==> config.mk <==
export PLATFORM = sky130hd
export DESIGN_NAME = neuron_mac_bank
export DESIGN_NICKNAME = d
export VERILOG_FILES = /design/src/rtl/neuron_mac_bank.sv
export SDC_FILE = /design/constraint.sdc
export NUM_CORES = 1
export LEC_CHECK = 0
export CAP_MARGIN = 10
export CELL_PAD_IN_SITES_DETAIL_PLACEMENT = 0
export CELL_PAD_IN_SITES_GLOBAL_PLACEMENT = 1
export CORE_AREA = 2 2 212 214
export DETAILED_ROUTE_END_ITERATION = 16
export DIE_AREA = 0 0 214 216
export GPL_ROUTABILITY_DRIVEN = 0
export PLACE_DENSITY_LB_ADDON = 0.1
export SLEW_MARGIN = 5
export SYNTH_ARGS = -nofsm -noshare
export SYNTH_HDL_FRONTEND = slang
export SYNTH_SLANG_ARGS = --single-unit
export TNS_END_PERCENT = 10
==> constraint.sdc <==
create_clock -name clk -period 11.35 [get_ports clk]
set_input_delay 3.405 -clock clk [delete_from_list [all_inputs] [get_ports clk]]
set_output_delay 3.405 -clock clk [all_outputs]
set_load 0.005 [all_outputs]
==> src/rtl/neuron_mac_bank.sv <==
// neuron_mac_bank: per-neuron weight store with a multiply-accumulate, ReLU and saturation engine.
//   clk          rising-edge clock
//   reset        synchronous active-high reset
//   write        weight write strobe; writes wr_data into weight w[unit_sel][unit_address]
//   unit_sel     neuron index of the write
//   unit_address weight index of the write
//   wr_data      signed weight value
//   x_in         packed layer inputs; x[k] = x_in[k*DATA_W +: DATA_W]
//   sum_trigger  starts a pass; it is sampled only while the engine is idle
//   busy         high while the MAC or ACT phase is in progress
//   out_valid    one-cycle pulse after y_out has been updated
//   y_out        packed results; y[u] = y_out[u*DATA_W +: DATA_W]
module neuron_mac_bank #(
  parameter int N_UNITS   = 4,
  parameter int N_INPUTS  = 4,
  parameter int DATA_W    = 8,
  parameter int FRAC_BITS = 4,
  parameter int ACC_W     = 18,
  parameter int UNIT_W    = $clog2(N_UNITS),
  parameter int ADDR_W    = $clog2(N_INPUTS)
) (
  input  logic                         clk,
  input  logic                         reset,
  input  logic                         write,
  input  logic [UNIT_W-1:0]            unit_sel,
  input  logic [ADDR_W-1:0]            unit_address,
  input  logic [DATA_W-1:0]            wr_data,
  input  logic [N_INPUTS*DATA_W-1:0]   x_in,
  input  logic                         sum_trigger,
  output logic                         busy,
  output logic                         out_valid,
  output logic [N_UNITS*DATA_W-1:0]    y_out
);
  typedef enum logic [1:0] {IDLE, MAC, ACT} state_t;
  localparam logic signed [ACC_W-1:0] Y_MAX = ACC_W'(2**(DATA_W-1)-1);
  state_t state, state_next;
  logic signed [DATA_W-1:0]   w [N_UNITS][N_INPUTS];
  logic signed [DATA_W-1:0]   x_reg [N_INPUTS];
  logic signed [ACC_W-1:0]    acc [N_UNITS];
  logic signed [2*DATA_W-1:0] prod [N_UNITS];
  logic signed [ACC_W-1:0]    t [N_UNITS];
  logic [DATA_W-1:0]          y_next [N_UNITS];
  logic [ADDR_W-1:0]          k;
  assign busy = state != IDLE;
  always_ff @(posedge clk)
    if (reset) state <= IDLE;
    else state <= state_next;
  always_comb begin
    state_next = state;
    case (state)
      IDLE:    state_next = sum_trigger ? MAC : IDLE;
      MAC:     state_next = k == ADDR_W'(N_INPUTS-1) ? ACT : MAC;
      default: state_next = IDLE;
    endcase
  end
  // Full-width signed products and the clamped activation for every neuron.
  always_comb
    for (int u = 0; u < N_UNITS; u++) begin
      prod[u] = w[u][k] * x_reg[k];
      t[u] = acc[u] >>> FRAC_BITS;
      y_next[u] = acc[u][ACC_W-1] ? '0 : t[u] > Y_MAX ? Y_MAX[DATA_W-1:0] : t[u][DATA_W-1:0];
    end
  // A write landing at the same edge as a MAC step does not reach that step's
  // read, so only weights not yet consumed see it.
  always_ff @(posedge clk)
    if (reset) begin
      for (int u = 0; u < N_UNITS; u++)
        for (int i = 0; i < N_INPUTS; i++)
          w[u][i] <= '0;
    end else if (write)
      w[unit_sel][unit_address] <= wr_data;
  always_ff @(posedge clk)
    if (reset) begin
      for (int i = 0; i < N_INPUTS; i++)
        x_reg[i] <= '0;
      for (int u = 0; u < N_UNITS; u++)
        acc[u] <= '0;
      k <= '0;
      y_out <= '0;
      out_valid <= 1'b0;
    end else begin
      out_valid <= state == ACT;
      case (state)
        IDLE:
          if (sum_trigger) begin
            for (int i = 0; i < N_INPUTS; i++)
              x_reg[i] <= x_in[i*DATA_W +: DATA_W];
            for (int u = 0; u < N_UNITS; u++)
              acc[u] <= '0;
            k <= '0;
          end
        MAC: begin
          for (int u = 0; u < N_UNITS; u++)
            acc[u] <= acc[u] + ACC_W'(prod[u]);
          k <= k + 1'b1;
        end
        default:
          for (int u = 0; u < N_UNITS; u++)
            y_out[u*DATA_W +: DATA_W] <= y_next[u];
      endcase
    end
endmodule

==> impl_summary.md <==
Clocking
The hold buffer count at cts is 0. The number of clock buffers added by TritonCTS is 31. After clock tree synthesis, the clock-pin slew on the worst setup and hold paths is 0.06 ns. The later-pin clock latency in the skew report is 0.60 ns. TritonCTS built the clock tree. The count of H-tree levels built during CTS is 1.

The clock passes through at most 3 buffers. The number of buffers inserted by post-CTS setup repair is 0. The clock root buffer is clkbuf_16. The CTS sink count is 271. The number of gates resized after CTS was 0.

Yosys
Counting every net in the synthesized netlist gives between 2k and 3k. The basic-gate share of the synthesized area counting and, or, nand and nor cells is 0.145. The dominant combinational cell family by area after synthesis is adder cells. In the synthesized netlist, the number of instances is 2,163. During synthesis, Yosys emitted a total of 0 warnings. Synthesis instantiated a little over 60 different standard cells from the library. In the synthesized netlist the async set-or-reset flop fraction comes to 0. Of the total synthesized cell area, the portion taken by full adders, half adders and majority gates is 0.355. Yosys mapped a number of flops with a built-in enable equal to 214. Of the total synthesized cell area, the portion taken by XOR and XNOR cells is 0.0234. The synthesized-area fraction occupied by ao, oa, aoi and oai cells came to 0.0406.

The per-instance average area after synthesis is between 10 and 15 µm². The most used flip-flop cell after synthesis is edfxtp_1. Of the synthesized area, sequential elements account for 0.315. Measured against the total synthesized area, the mux share comes to 0.0490.

The cell area after synthesis is 24,000 µm². After synthesis the netlist holds a flip-flop and latch count of approximately 270.

STA
The count of final hold-check violations came to 0. The total setup violations reported at the end of the flow is 0. The clock period minus worst slack is 6.87 ns.

Timing would allow up to 146 MHz. The number of slew-limit violations in the final report is 0. The worst hold slack is 0.446 ns. The sum of negative setup slack is 0 ns. Setup repair after global routing left no endpoint under its margin. The share of the clock period used by the worst path is 0.605. For the pin with the worst max-slew slack, the measured transition is 1.17 ns. Clock skew on the completed layout was measured at 0.0184 ns.

The max-slew headroom at the worst pin is 0.216.

Placement
After detailed placement, the total cell area comes to 25,400 µm². The count of buffers added on input and output ports is 81. The HPWL after detailed placement is 38.0 mm.

Routing
The post-detailed-route DRC marker count is 0. In this run, the number of DRC markers left after iteration 0 of detailed routing was about 700. The first-pass detailed-route iteration total is 5.

Using the TritonRoute via totals, the vias-per-cell ratio works out to ~5.3. The post-route antenna net violation count is 0. The via total after detailed routing is 14.9k. The average wire length per cell after detail routing is 17.9 µm. The detailed-route wire length is 50.6 mm.

Die
The width of the die is 214 µm. The floorplan step defined a die boundary enclosing around 46,000 µm². Measured along the y axis, the die boundary spans 216 µm. The core footprint is 43,800 µm². The floorplan has 77 rows. The initial utilization of the core area, before any placement, comes to 0.547. The number of top-level pins is 82.

Global routing
The total overflow left after global routing is 0. The number of antenna violations at the first check in global routing is 1. The global-route wire length before repair is 85.3 mm. The number of global-route vias before repair was ~16k. The overall track demand over capacity in global routing is 0.233.

The maximum number of pins on one net before global-route repair is 45.

Finish
The post-route core utilization is 0.601. The largest registers in the layout are w: 128 flops, acc: 72 flops. The synthesis-to-finish area growth is 9.75%. The most flop-heavy register is w. The area of all placed cells without fillers is 26,300 µm². In the final design database the tool counted 2,753 nets.

The number of flip-flops under the largest register name is 128. The diode insertion count for antenna repair is 0. The ratio of cells with drive above 1 in the final layout is 0.0616.

Hold path
The class of the most critical hold timing path is reg2reg. The launch point of the worst hold path is state[0]$_SDFF_PP0_. Counting instances, the worst hold path has a depth of 1.

Critical path
The kind of end point of the critical path is a flip-flop. Counting cells, the worst reg-to-reg path comes to 17. At the worst endpoint, the arrival time is 7.19 ns. STA classifies the critical path startpoint as a flip-flop. The startpoint-to-endpoint class of the critical path is reg2reg. The critical path data required time is about 12 ns. In this run the worst path has a maximum fanout of 31.

Pwr
Dividing total power by cell area gives a power density of 284 nW/µm². The analysis attributes to cell leakage a power of 0.0117 µW. The worst IR drop on VDD is 184 µV.

Outcome
The run finished with clean final reports.

Run
The max-cap check violation count is 0.
## cell type report
cell class,count,area (µm²)
multi-input combinational,1439,14700
timing repair buffer,92,888
clock inverter,18,153
fill,3689,17500
sequential,271,7570
inverter,381,1430
clock buffer,40,820
tap,592,741
## synthesized netlist by cell type, drive strengths merged (4+ instances only)
| cell | count | share of area |
|---|---|---|
| nand2 | 129 | 0.020 |
| nand3 | 6 | 0.0013 |
| a22oi | 9 | 0.0028 |
| ha | 169 | 0.088 |
| clkbuf | 59 | 0.0093 |
| mux4 | 35 | 0.033 |
| a31oi | 4 | 0.0010 |
| buf | 13 | 0.0025 |
| or2 | 21 | 0.0055 |
| inv | 381 | 0.060 |
| mux2 | 5 | 0.0023 |
| or4 | 4 | 0.0013 |
| o21bai | 4 | 0.0013 |
| o21a | 10 | 0.0031 |
| and2 | 292 | 0.076 |
| nor3 | 21 | 0.0054 |
| nor2 | 134 | 0.021 |
| nor2b | 13 | 0.0035 |
| dfxtp | 57 | 0.048 |
| or3 | 10 | 0.0026 |
| o21ai | 27 | 0.0058 |
| o22ai | 5 | 0.0013 |
| xor2 | 20 | 0.0073 |
| mux2i | 33 | 0.014 |
| a21o | 8 | 0.0025 |
| nand2b | 17 | 0.0044 |
| o31ai | 6 | 0.0021 |
| xnor2 | 44 | 0.016 |
| a21oi | 59 | 0.013 |
| edfxtp | 214 | 0.27 |
| fa | 320 | 0.27 |
## report_power, final
part           internal, µW  switching, µW  leakage, µW
combinational          2340           2850      0.00865
sequential             1230           90.5      0.00263
clock                   537            422     0.000468
total                  4110           3360       0.0117
## cell usage in the layout, fill, tap and decap left out, types with 33 or more instances in the layout
master	synthesis	final
a21oi_1	56	56
and2_1	292	292
clkdlybuf4s50_1	0	80
dfxtp_1	57	55
edfxtp_1	214	214
fa_1	320	320
ha_1	169	169
inv_1	381	381
mux2i_1	33	33
mux4_2	35	35
nand2_1	129	129
nor2_1	134	133
xnor2_1	44	44
## layer usage
| layer | global-route usage | wire length, µm | vias to the layer above |
|---|---|---|---|
| met5 | 0 | 0 | - |
| met4 | 0.0585 | 1270 | 0 |
| met3 | 0.0228 | 1620 | 53 |
| met2 | 0.389 | 24200 | 236 |
| met1 | 0.330 | 23500 | 7597 |
| li1 | - | - | 6996 |
## cell families (layout without fill, tap and decap cells)
| family | Yosys count | after routing |
|---|---|---|
| muxes | 73 | 73 |
| and+or+nand+nor | 659 | 659 |
| buffers and inverters | 453 | 531 |
| xor gates and xnor gates | 64 | 64 |
| adders and majority gates | 489 | 489 |
| AOI/OAI and AO/OA | 154 | 154 |
| DFF | 271 | 271 |
## worst max-delay path: stages, from the launching register on
cell and delay, ns:
dfxtp_1 0.70, mux4_2 0.92, and2_1 0.69, inv_1 0.14, fa_1 0.53, inv_1 0.06, fa_1 0.49, fa_1 0.57
fa_1 0.44, fa_1 0.45, ha_1 0.34, a21oi_1 0.16, nor2b_1 0.07, or3_1 0.43, a21o_1 0.19, a21oi_2 0.18
xor2_1 0.16, nor2_1 0.05
## metrics by stage
stage	setup WS (ns)	std cells	total power, µW
after global placement	4.52	2775	6420
after CTS	4.38	2833	7540
after detailed placement	4.39	2775	6510
after floorplan	5.55	2163	5440
final	4.48	2833	7470
after global routing	3.99	2833	8420
## path summary, 6_finish.rpt
path / end / slack (ns)
worst max-delay path: acc[3][13]$_SDFFCE_PN0P_ / 4.48
worst min-delay path: out_valid$_SDFF_PP0_ / 0.45
worst max register to register: acc[3][13]$_SDFFCE_PN0P_ / 4.48
worst min register to register: out_valid$_SDFF_PP0_ / 0.45
Note: power is estimated with default switching activity, not from simulation.
